==> config.mk <==
export PLATFORM = sky130hd
export DESIGN_NAME = drv_led_row
export DESIGN_NICKNAME = d
export VERILOG_FILES = /design/src/rtl/drv_led_row.sv
export SDC_FILE = /design/constraint.sdc
export NUM_CORES = 1
export LEC_CHECK = 0
export BUFFER_PORTS_ARGS = -buffer_cell sky130_fd_sc_hd__buf_4
export CORE_UTILIZATION = 36
export DETAILED_ROUTE_END_ITERATION = 7
export GPL_ROUTABILITY_DRIVEN = 0
export GPL_TIMING_DRIVEN = 0
export PLACE_DENSITY = 0.58
export SLEW_MARGIN = 5
export SYNTH_ARGS = -nofsm -noshare
export SYNTH_HDL_FRONTEND = slang
export SYNTH_SLANG_ARGS = --single-unit
==> constraint.sdc <==
create_clock -name i_clk -period 2.8 [get_ports i_clk]
set_clock_uncertainty 0.15 [all_clocks]
set_input_delay 0.56 -clock i_clk [delete_from_list [all_inputs] [get_ports i_clk]]
set_output_delay 0.56 -clock i_clk [all_outputs]
set_load 0.05 [all_outputs]
==> src/rtl/drv_led_row.sv <==
// LED row driver: per-channel static/blink/pulse level select, gated by a shared PWM.
// Config macro DRV_LED_ACTIVE_LOW_EN inverts o_drv_led (lit = 0, reset all ones).
//
// Ports:
//   i_clk         : clock, all state updates on rising edge
//   i_rst         : synchronous active-high reset
//   i_led_on      : [p_COUNT]    static on request per channel
//   i_led_blink   : [p_COUNT]    blink request per channel
//   i_led_pulse   : [p_COUNT]    one-cycle strobe starting a timed pulse
//   i_bright      : [p_PWM_BITS] global brightness, 0 dark, all-ones full
//   o_drv_led     : [p_COUNT]    registered pin drive per channel
//   o_pulse_busy  : [p_COUNT]    pulse active, aligned with the drive output
//   o_busy_common : OR of o_pulse_busy
module drv_led_row #(
   parameter int p_COUNT     = 4,
   parameter int p_PWM_BITS  = 4,
   parameter int p_BLINK_DIV = 25000000,
   parameter int p_PULSE_LEN = 5000000
) (
   input  logic                  i_clk,
   input  logic                  i_rst,
   input  logic [p_COUNT-1:0]    i_led_on,
   input  logic [p_COUNT-1:0]    i_led_blink,
   input  logic [p_COUNT-1:0]    i_led_pulse,
   input  logic [p_PWM_BITS-1:0] i_bright,
   output logic [p_COUNT-1:0]    o_drv_led,
   output logic [p_COUNT-1:0]    o_pulse_busy,
   output logic                  o_busy_common
);

   localparam int lp_PW = (p_BLINK_DIV > 2) ? $clog2(p_BLINK_DIV) : 1;
   localparam int lp_TW = $clog2(p_PULSE_LEN + 1);

   // PWM period is 2^B-1 cycles so that all-ones brightness is always on.
   localparam logic [p_PWM_BITS-1:0] lp_PWM_MAX =
      p_PWM_BITS'((2 ** p_PWM_BITS) - 2);
   localparam logic [lp_PW-1:0] lp_PRESC_MAX = lp_PW'(p_BLINK_DIV - 1);
   localparam logic [lp_TW-1:0] lp_PULSE_LEN = lp_TW'(p_PULSE_LEN);

`ifdef DRV_LED_ACTIVE_LOW_EN
   localparam logic [p_COUNT-1:0] lp_POL = '1;
`else
   localparam logic [p_COUNT-1:0] lp_POL = '0;
`endif

   logic [p_PWM_BITS-1:0] r_pwm_cnt;
   logic [lp_PW-1:0]      r_presc;
   logic                  r_phase;
   logic [lp_TW-1:0]      r_timer [p_COUNT];
   logic [p_COUNT-1:0]    r_drv;
   logic [p_COUNT-1:0]    r_busy;

   logic                  w_pwm_on;
   logic [p_COUNT-1:0]    w_tmr_nz;
   logic [p_COUNT-1:0]    w_level;

   assign w_pwm_on = (r_pwm_cnt < i_bright);

   always_comb begin
      w_tmr_nz = '0;
      w_level  = '0;
      for (int i = 0; i < p_COUNT; i++) begin
         w_tmr_nz[i] = (r_timer[i] != '0);
         if (w_tmr_nz[i])
            w_level[i] = 1'b1;
         else if (i_led_blink[i])
            w_level[i] = r_phase;
         else if (i_led_on[i])
            w_level[i] = 1'b1;
         else
            w_level[i] = 1'b0;
      end
   end

   always_ff @(posedge i_clk) begin
      if (i_rst) begin
         r_pwm_cnt <= '0;
      end else if (r_pwm_cnt == lp_PWM_MAX) begin
         r_pwm_cnt <= '0;
      end else begin
         r_pwm_cnt <= r_pwm_cnt + 1'b1;
      end
   end

   // Blink phase starts high so a blink request lights immediately after reset.
   always_ff @(posedge i_clk) begin
      if (i_rst) begin
         r_presc <= '0;
         r_phase <= 1'b1;
      end else if (r_presc == lp_PRESC_MAX) begin
         r_presc <= '0;
         r_phase <= ~r_phase;
      end else begin
         r_presc <= r_presc + 1'b1;
      end
   end

   // Strobe reloads (retrigger, no accumulation); reset aborts and drops strobes.
   always_ff @(posedge i_clk) begin
      for (int i = 0; i < p_COUNT; i++) begin
         if (i_rst)
            r_timer[i] <= '0;
         else if (i_led_pulse[i])
            r_timer[i] <= lp_PULSE_LEN;
         else if (w_tmr_nz[i])
            r_timer[i] <= r_timer[i] - 1'b1;
      end
   end

   // Busy is registered alongside the drive so both cover the same cycles.
   always_ff @(posedge i_clk) begin
      if (i_rst) begin
         r_drv  <= lp_POL;
         r_busy <= '0;
      end else begin
         r_drv  <= (w_level & {p_COUNT{w_pwm_on}}) ^ lp_POL;
         r_busy <= w_tmr_nz;
      end
   end

   assign o_drv_led     = r_drv;
   assign o_pulse_busy  = r_busy;
   assign o_busy_common = |r_busy;

endmodule

==> results.cfg, run 1 <==
[final_layout]
final-seq-area_um2 = 3520
design_area_um2 = 8010
drive_above_1_share_pct = 12.7
final_cells = 959
syn_to_final_growth_pct = 17.4
fin_nets = 749
multi_input_area_um2 = 3230
antenna_cells = 0
num-fill-cells = 1708

[critical_path]
r2r_end = r_timer[1][13]$_SDFFCE_PN0P_
reg2reg_slack_ns = 0.09
path_delay_family = simple AND/OR/NAND/NOR gates
slowest_stage = or4_4
worstPathRequired_ns = 2.78
cp.arrival_ns = 2.69
end_kind = register
crit-reg2reg-launch = r_timer[1][11]$_DFFE_PP_
critical_path.cell_chain = or4_4 > nor4_4 > nand4_1 > or3_4
cp-start-kind = register
rr_worst_depth = 4
path_class = reg -> reg
startpoint = r_timer[1][11]$_DFFE_PP_
critPathMaxStageDelay_ns = 0.61
cp_max_fo = 23
worst-path-buf-inv = 0

[power_and_ir_drop]
p_per_area_nw_per_um2 = 668
p_clk_share_pct = 39.9
ir_worst_vdd_uv = 438
cellLeakagePower_nw = 2.94
p_int_w = 0.00387
combinationalPowerShare_pct = 16.1
seqPwrFrac_pct = 43.9
sw_frac_of_total_pct = 27.7
power_switching_w = 0.00148

[cts]
clkTransAtPathRegs_ns = 0.06
cts_tree = yes
cts.path.max_buffers = 2
cts_inserted_buffers = 17
cts.sinks = 130
cts_root_buf = clkbuf_16
clk_latency_ns = 0.42
h-tree-depth = 4

[placement]
io_buffers = 25
hpwl_um = 9980
placed_area_um2 = 7310
dpl.cell_count = 925

[yosys]
ys_ff_latch = 130
synth_area_um2 = 6830
synth_edf_count = 92
avgSynthCellArea_um2 = 10.2
synth_ff_type = edfxtp_1
ys_seq_area_share_pct = 51.6
ys_types = 54
synthCells = 671
yosysWarnings = 0
synthArstFlopShare_pct = 0
syn-num-nets = 702

[timing]
rsz0062_at_grt = true
drv_slew = 0
worst_pin_slew_ns = 0.778
slew_headroom_pct = 48.1
setup_viol = 0
fin_crit_sh_pct = 96.8
hold_violations = 0
fmaxAchievable_mhz = 369
period_needed_ns = 2.71

[floorplan]
core_area_um2 = 18300
fp.dieH_um = 140
fp.dieW_um = 140
num_rows = 49
dieArea_um2 = 19500
floorplan.initialDensity_pct = 37.4
ioPinCount = 27

[routing]
drt_iter0_markers = 229
vias = 5106
final_antenna_net_count = 0
route.detailed.wl_per_inst_um = 15.2
drt_wl_total_um = 14600
drc = 0
drt-vias-per-instance = 5.32
first_pass_iters = 4

[min_path]
whs_path_depth = 3
hp-class = in -> reg
hold_end = o_drv_led[1]$_SDFF_PP0_
min_from = i_led_on[1]

[global_routing]
grt_pass1_wl_um = 24500
grt_overflow = 0
antenna_found_initial = 0
grt_start_max_net_pins = 24
grt_pass1_vias = 5073
grtUsageTotal_pct = 15.7

[run_status]
status = complete, no violations

[job]
drv_cap = 0
[synthesized netlist by cell type (all sizes together) (2+ instances only)]
| library cell | instances | area share [%] |
|---|---|---|
| nand2 | 29 | 1.6 |
| o31ai | 3 | 0.33 |
| ha | 13 | 2.4 |
| edfxtp | 92 | 40 |
| and3 | 2 | 0.18 |
| o41ai | 2 | 0.26 |
| and4b | 2 | 0.29 |
| nor2 | 124 | 6.8 |
| a211o | 2 | 0.26 |
| nor3b | 2 | 0.22 |
| and2 | 3 | 0.27 |
| nand2b | 8 | 0.73 |
| a31oi | 2 | 0.18 |
| or2 | 4 | 0.37 |
| xnor2 | 64 | 8.2 |
| nand4 | 14 | 1.4 |
| a21o | 3 | 0.33 |
| o31a | 5 | 0.64 |
| nor2b | 2 | 0.18 |
| and4 | 6 | 0.77 |
| mux2i | 6 | 0.88 |
| clkbuf | 11 | 0.60 |
| xor2 | 25 | 3.2 |
| o21ai | 18 | 1.3 |
| dfxtp | 38 | 11 |
| or3 | 13 | 1.3 |
| inv | 25 | 1.4 |
| or4 | 13 | 1.7 |
| nand3b | 3 | 0.33 |
| nand3 | 27 | 2.2 |
| buf | 7 | 0.71 |
| nor3 | 32 | 2.3 |
| nor4 | 24 | 2.7 |
| nand4b | 5 | 0.64 |
| a21oi | 33 | 2.4 |
[flip-flops by register name, indices dropped and copies added, names as in the netlist]
register	count
o_pulse_busy	4
r_pwm_cnt	4
o_drv_led	4
r_presc	25
r_timer	92
r_phase	1
[cell type report]
type | count | area share [%]
inverters | 26 | 1.22
plain buffers | 17 | 1.08
clock buffers | 17 | 5.31
flip-flops and latches | 130 | 44.0
well taps | 229 | 3.58
multi-input cells | 497 | 40.4
repair buffers | 29 | 2.72
clock inverters | 14 | 1.78
[power by group through the flow]
stage / Sequential [W] / Combinational (W) / Clock [W]
2_1_floorplan: 0.00238 / 0.000613 / 0
3_3_place_gp: 0.00237 / 0.000802 / 0
3_5_place_dp: 0.00238 / 0.000822 / 0
4_1_cts: 0.00234 / 0.000842 / 0.00218
5_1_grt: 0.00237 / 0.000956 / 0.00226
6_report: 0.00235 / 0.000864 / 0.00214
[layer usage]
metal | vias to the layer above | track usage (%) | share of wire (%)
li1 | 2519 | - | -
met5 | - | 0 | 0
met2 | 126 | 25.8 | 48
met4 | 0 | 6.30 | 1.7
met1 | 2440 | 19.5 | 45
met3 | 21 | 4.20 | 4.7
[logic make-up (layout without fill, tap and decap cells)]
| family | Yosys count | after routing | synth area share [%] |
|---|---|---|---|
| buffers and inverters | 44 | 103 | 2.75 |
| XOR/XNOR | 89 | 89 | 11.4 |
| flip-flops | 130 | 130 | 51.6 |
| AO/OA/AOI/OAI | 72 | 72 | 6.29 |
| AND/OR/NAND/NOR | 317 | 317 | 24.7 |
| adder cells (fa/ha/maj) | 13 | 13 | 2.38 |
| multiplexers | 6 | 6 | 0.880 |
[worst reg2reg max path, delay by kind of cell, from the launching register on]
family           cells  cell delay [ns]
AND/OR/NAND/NOR      4             1.85
flip-flops           1             0.43
[metrics by stage]
| step | hold WS [ns] | utilization [%] | worst slack, ns | TNS (ns) | power, W |
|---|---|---|---|---|---|
| floorplan | 0.263 | - | 0.0282 | 0 | 0.00299 |
| CTS | 0.264 | 43.4 | 0.0232 | 0 | 0.00536 |
| global placement | 0.273 | 40.0 | -0.905 | -46.97 | 0.00317 |
| global route | 0.279 | 43.9 | -0.0536 | -1.18 | 0.00559 |
| detailed placement | 0.280 | 40.0 | -0.942 | -51.43 | 0.00320 |
| finish | 0.279 | 43.9 | 0.0887 | 0 | 0.00535 |
[what timing repair did]
action,4_1_cts,5_1_grt
hold buffers,0,0
buffers inserted,0,4
setup endpoints to repair,102,132
gates resized for setup,11,7
pin swaps,0,2
[cells in the final DEF (no fill, tap or decap), types with 16 or more instances in the layout]
cell | netlist | final
dfxtp_1 | 38 | 38
edfxtp_1 | 92 | 92
nor4_1 | 21 | 16
clkbuf_16 | 0 | 17
xor2_1 | 25 | 25
buf_4 | 2 | 31
nor2_1 | 124 | 124
nand2_1 | 29 | 29
a21oi_1 | 33 | 33
nand3_1 | 26 | 23
inv_1 | 25 | 25
nor3_1 | 32 | 30
xnor2_1 | 64 | 64
o21ai_0 | 18 | 18
[worst max-delay path by stage]
stage	to	slack, ns	cells past startpoint
after global routing	r_timer[3][1]$_SDFFCE_PN0P_	-0.05	5
after detailed placement	r_timer[3][16]$_SDFFCE_PN0P_	-0.94	5
after CTS	r_timer[3][0]$_SDFFCE_PN0P_	0.02	5
final	r_timer[1][13]$_SDFFCE_PN0P_	0.09	4
after floorplan	r_timer[3][0]$_SDFFCE_PN0P_	0.03	4
after global placement	r_timer[3][0]$_SDFFCE_PN0P_	-0.90	5
Power figures use the tool's default switching activity.
==> run 2: changes to the inputs <==
Settings changed: PLACE_DENSITY 0.58 to 0.64.
==> run 2 against run 1 <==
Final area is 0.41% higher; non-clock buffer count is 1 lower; clock-buffer cell count is 1 higher; clock power grew 7%; maximum frequency up 0.74%; power increased by 2.5%; sequential cell count unchanged; final cell count increased by 0.10%; die area is the same; sequential share of layout area is 0.18 points lower; highest routed layer unchanged.
==> results.cfg, run 2 (synthesis results as in run 1) <==
[placement]
hpwl_um = 9120
dp_slack_ns = -0.996
io_buffers = 25
dpl.cell_count = 925

[power_and_ir_drop]
p_int_w = 0.00398
ir_worst_vdd_uv = 486
p_clk_share_pct = 42.0
seqPwrFrac_pct = 42.8
p_per_area_nw_per_um2 = 682
power_switching_w = 0.00151
cellLeakagePower_nw = 2.96
sw_frac_of_total_pct = 27.5
combinationalPowerShare_pct = 15.2

[final_layout]
multi_input_area_um2 = 3240
fin_nets = 749
drive_above_1_share_pct = 12.9
num-fill-cells = 1732
reg.largest.list = r_timer x92, r_presc x25
mostFrequentLayoutCell = nor2_1
most-common-layout-cells = 124 x nor2_1, 92 x edfxtp_1, 64 x xnor2_1, 38 x dfxtp_1, 33 x a21oi_1
postLayoutCoreUtil_pct = 44.0
final-seq-area_um2 = 3520
syn_to_final_growth_pct = 17.9
top_register = r_timer
largest_reg_flops = 92
antenna_cells = 0
final_cells = 960

[critical_path]
cp.arrival_ns = 2.57
crit_path_end = r_timer[2][9]$_SDFFCE_PN0P_
r2r_end = r_timer[2][9]$_SDFFCE_PN0P_
cp_max_fo = 23
startpoint = r_timer[2][14]$_SDFFCE_PN0P_
end_kind = register
reg2reg_slack_ns = 0.11
cp-start-kind = register
rr_worst_depth = 4
crit-reg2reg-launch = r_timer[2][14]$_SDFFCE_PN0P_
path_class = reg -> reg
worstPathRequired_ns = 2.68

[routing]
drt_wl_total_um = 13600
drc = 0
drt-vias-per-instance = 5.13
drt_iter0_markers = 302
vias = 4927
first_pass_iters = 5
route.detailed.wl_per_inst_um = 14.1
final_antenna_net_count = 0

[cts]
cts_inserted_buffers = 17
h-tree-depth = 4
cts_tree = yes
clk_latency_ns = 0.42
cts_root_buf = clkbuf_16
clkTransAtPathRegs_ns = 0.06
cts.path.max_buffers = 2
cts_hold_buf = 0
cts.sinks = 130

[floorplan]
ioPinCount = 27
core_area_um2 = 18300
num_rows = 49
fp.dieW_um = 140
dieArea_um2 = 19500
fp.dieH_um = 140
floorplan.initialDensity_pct = 37.4

[timing]
fin_crit_sh_pct = 96.1
slew_headroom_pct = 45.5
fin_ws_ns = 0.109
fmaxAchievable_mhz = 372
worst_pin_slew_ns = 0.817
final.setup.tns_ns = 0
hold_violations = 0
rsz0062_at_grt = false
period_needed_ns = 2.69
drv_slew = 0
setup_viol = 0

[job]
drv_cap = 0

[global_routing]
grt_pass1_vias = 4574
grt_pass1_wl_um = 22500
grt_start_max_net_pins = 24
grt_overflow = 0
grtUsageTotal_pct = 14.4
antenna_found_initial = 0

[run_status]
status = complete, no violations

[min_path]
hp-class = in -> reg
run 2: changes by cell type in the layout (fill, tap and decap cells not counted), sizes merged:
cell,previous run,this run
clkbuf,27,29
clkinv,9,6
clkinvlp,4,3
bufinv,2,3
buf,36,34
nand3,27,28
inv,25,28
run 2: repair_timing:
action,CTS,global route
gates resized for setup,10,7
pin swaps,0,2
setup endpoints to repair,101,102
setup buffers,0,2
gates cloned,0,1
run 2: worst min path at each step:
stage               cells after the start                 endpoint                   from
floorplan                               1    r_presc[0]$_SDFF_PP0_  r_presc[0]$_SDFF_PP0_
finish                                  3  o_drv_led[3]$_SDFF_PP0_            i_led_on[3]
global placement                        1    r_presc[0]$_SDFF_PP0_  r_presc[0]$_SDFF_PP0_
global route                            3  o_drv_led[1]$_SDFF_PP0_            i_led_on[1]
CTS                                     3  o_drv_led[1]$_SDFF_PP0_            i_led_on[1]
detailed placement                      1    r_presc[0]$_SDFF_PP0_  r_presc[0]$_SDFF_PP0_
run 2: power groups by stage:
stage	sequential (W)	combinational (W)	clock, W
floorplan	0.00238	0.000613	0
global placement	0.00237	0.000801	0
detailed placement	0.00238	0.000809	0
CTS	0.00234	0.000825	0.00235
global route	0.00237	0.000933	0.00243
finish	0.00235	0.000834	0.00230
run 2: critical path, stage by stage (launching register included):
cell and delay (ns):
edfxtp_1 0.49, or4_4 0.55, nor4_2 0.37, and4_1 0.39, nand3_4 0.33
run 2: metrics by stage:
step | total power, W | hold WS [ns] | cell area [µm²]
after floorplan | 0.00299 | 0.263 | 6830
after global placement | 0.00318 | 0.278 | 7310
after detailed placement | 0.00319 | 0.287 | 7310
after CTS | 0.00551 | 0.264 | 7970
after global routing | 0.00573 | 0.280 | 8050
final | 0.00548 | 0.275 | 8050
run 2: layout make-up:
class / count / area share [%]
Clock buffer: 18 / 5.33
Inverter: 26 / 1.21
Buffer: 18 / 1.12
Multi-Input combinational cell: 498 / 40.2
Clock inverter: 14 / 2.25
Timing Repair Buffer: 27 / 2.52
Sequential cell: 130 / 43.8
Tap cell: 229 / 3.56
run 2: per-layer routing:
metal  vias to the layer above  track usage (%)  part of all wire, %
met5                         -                0                    0
met3                        14             3.37                  3.8
li1                       2515                -                    -
met4                         0             5.21                  1.4
met2                        87             22.3                   45
met1                      2311             19.6                   50
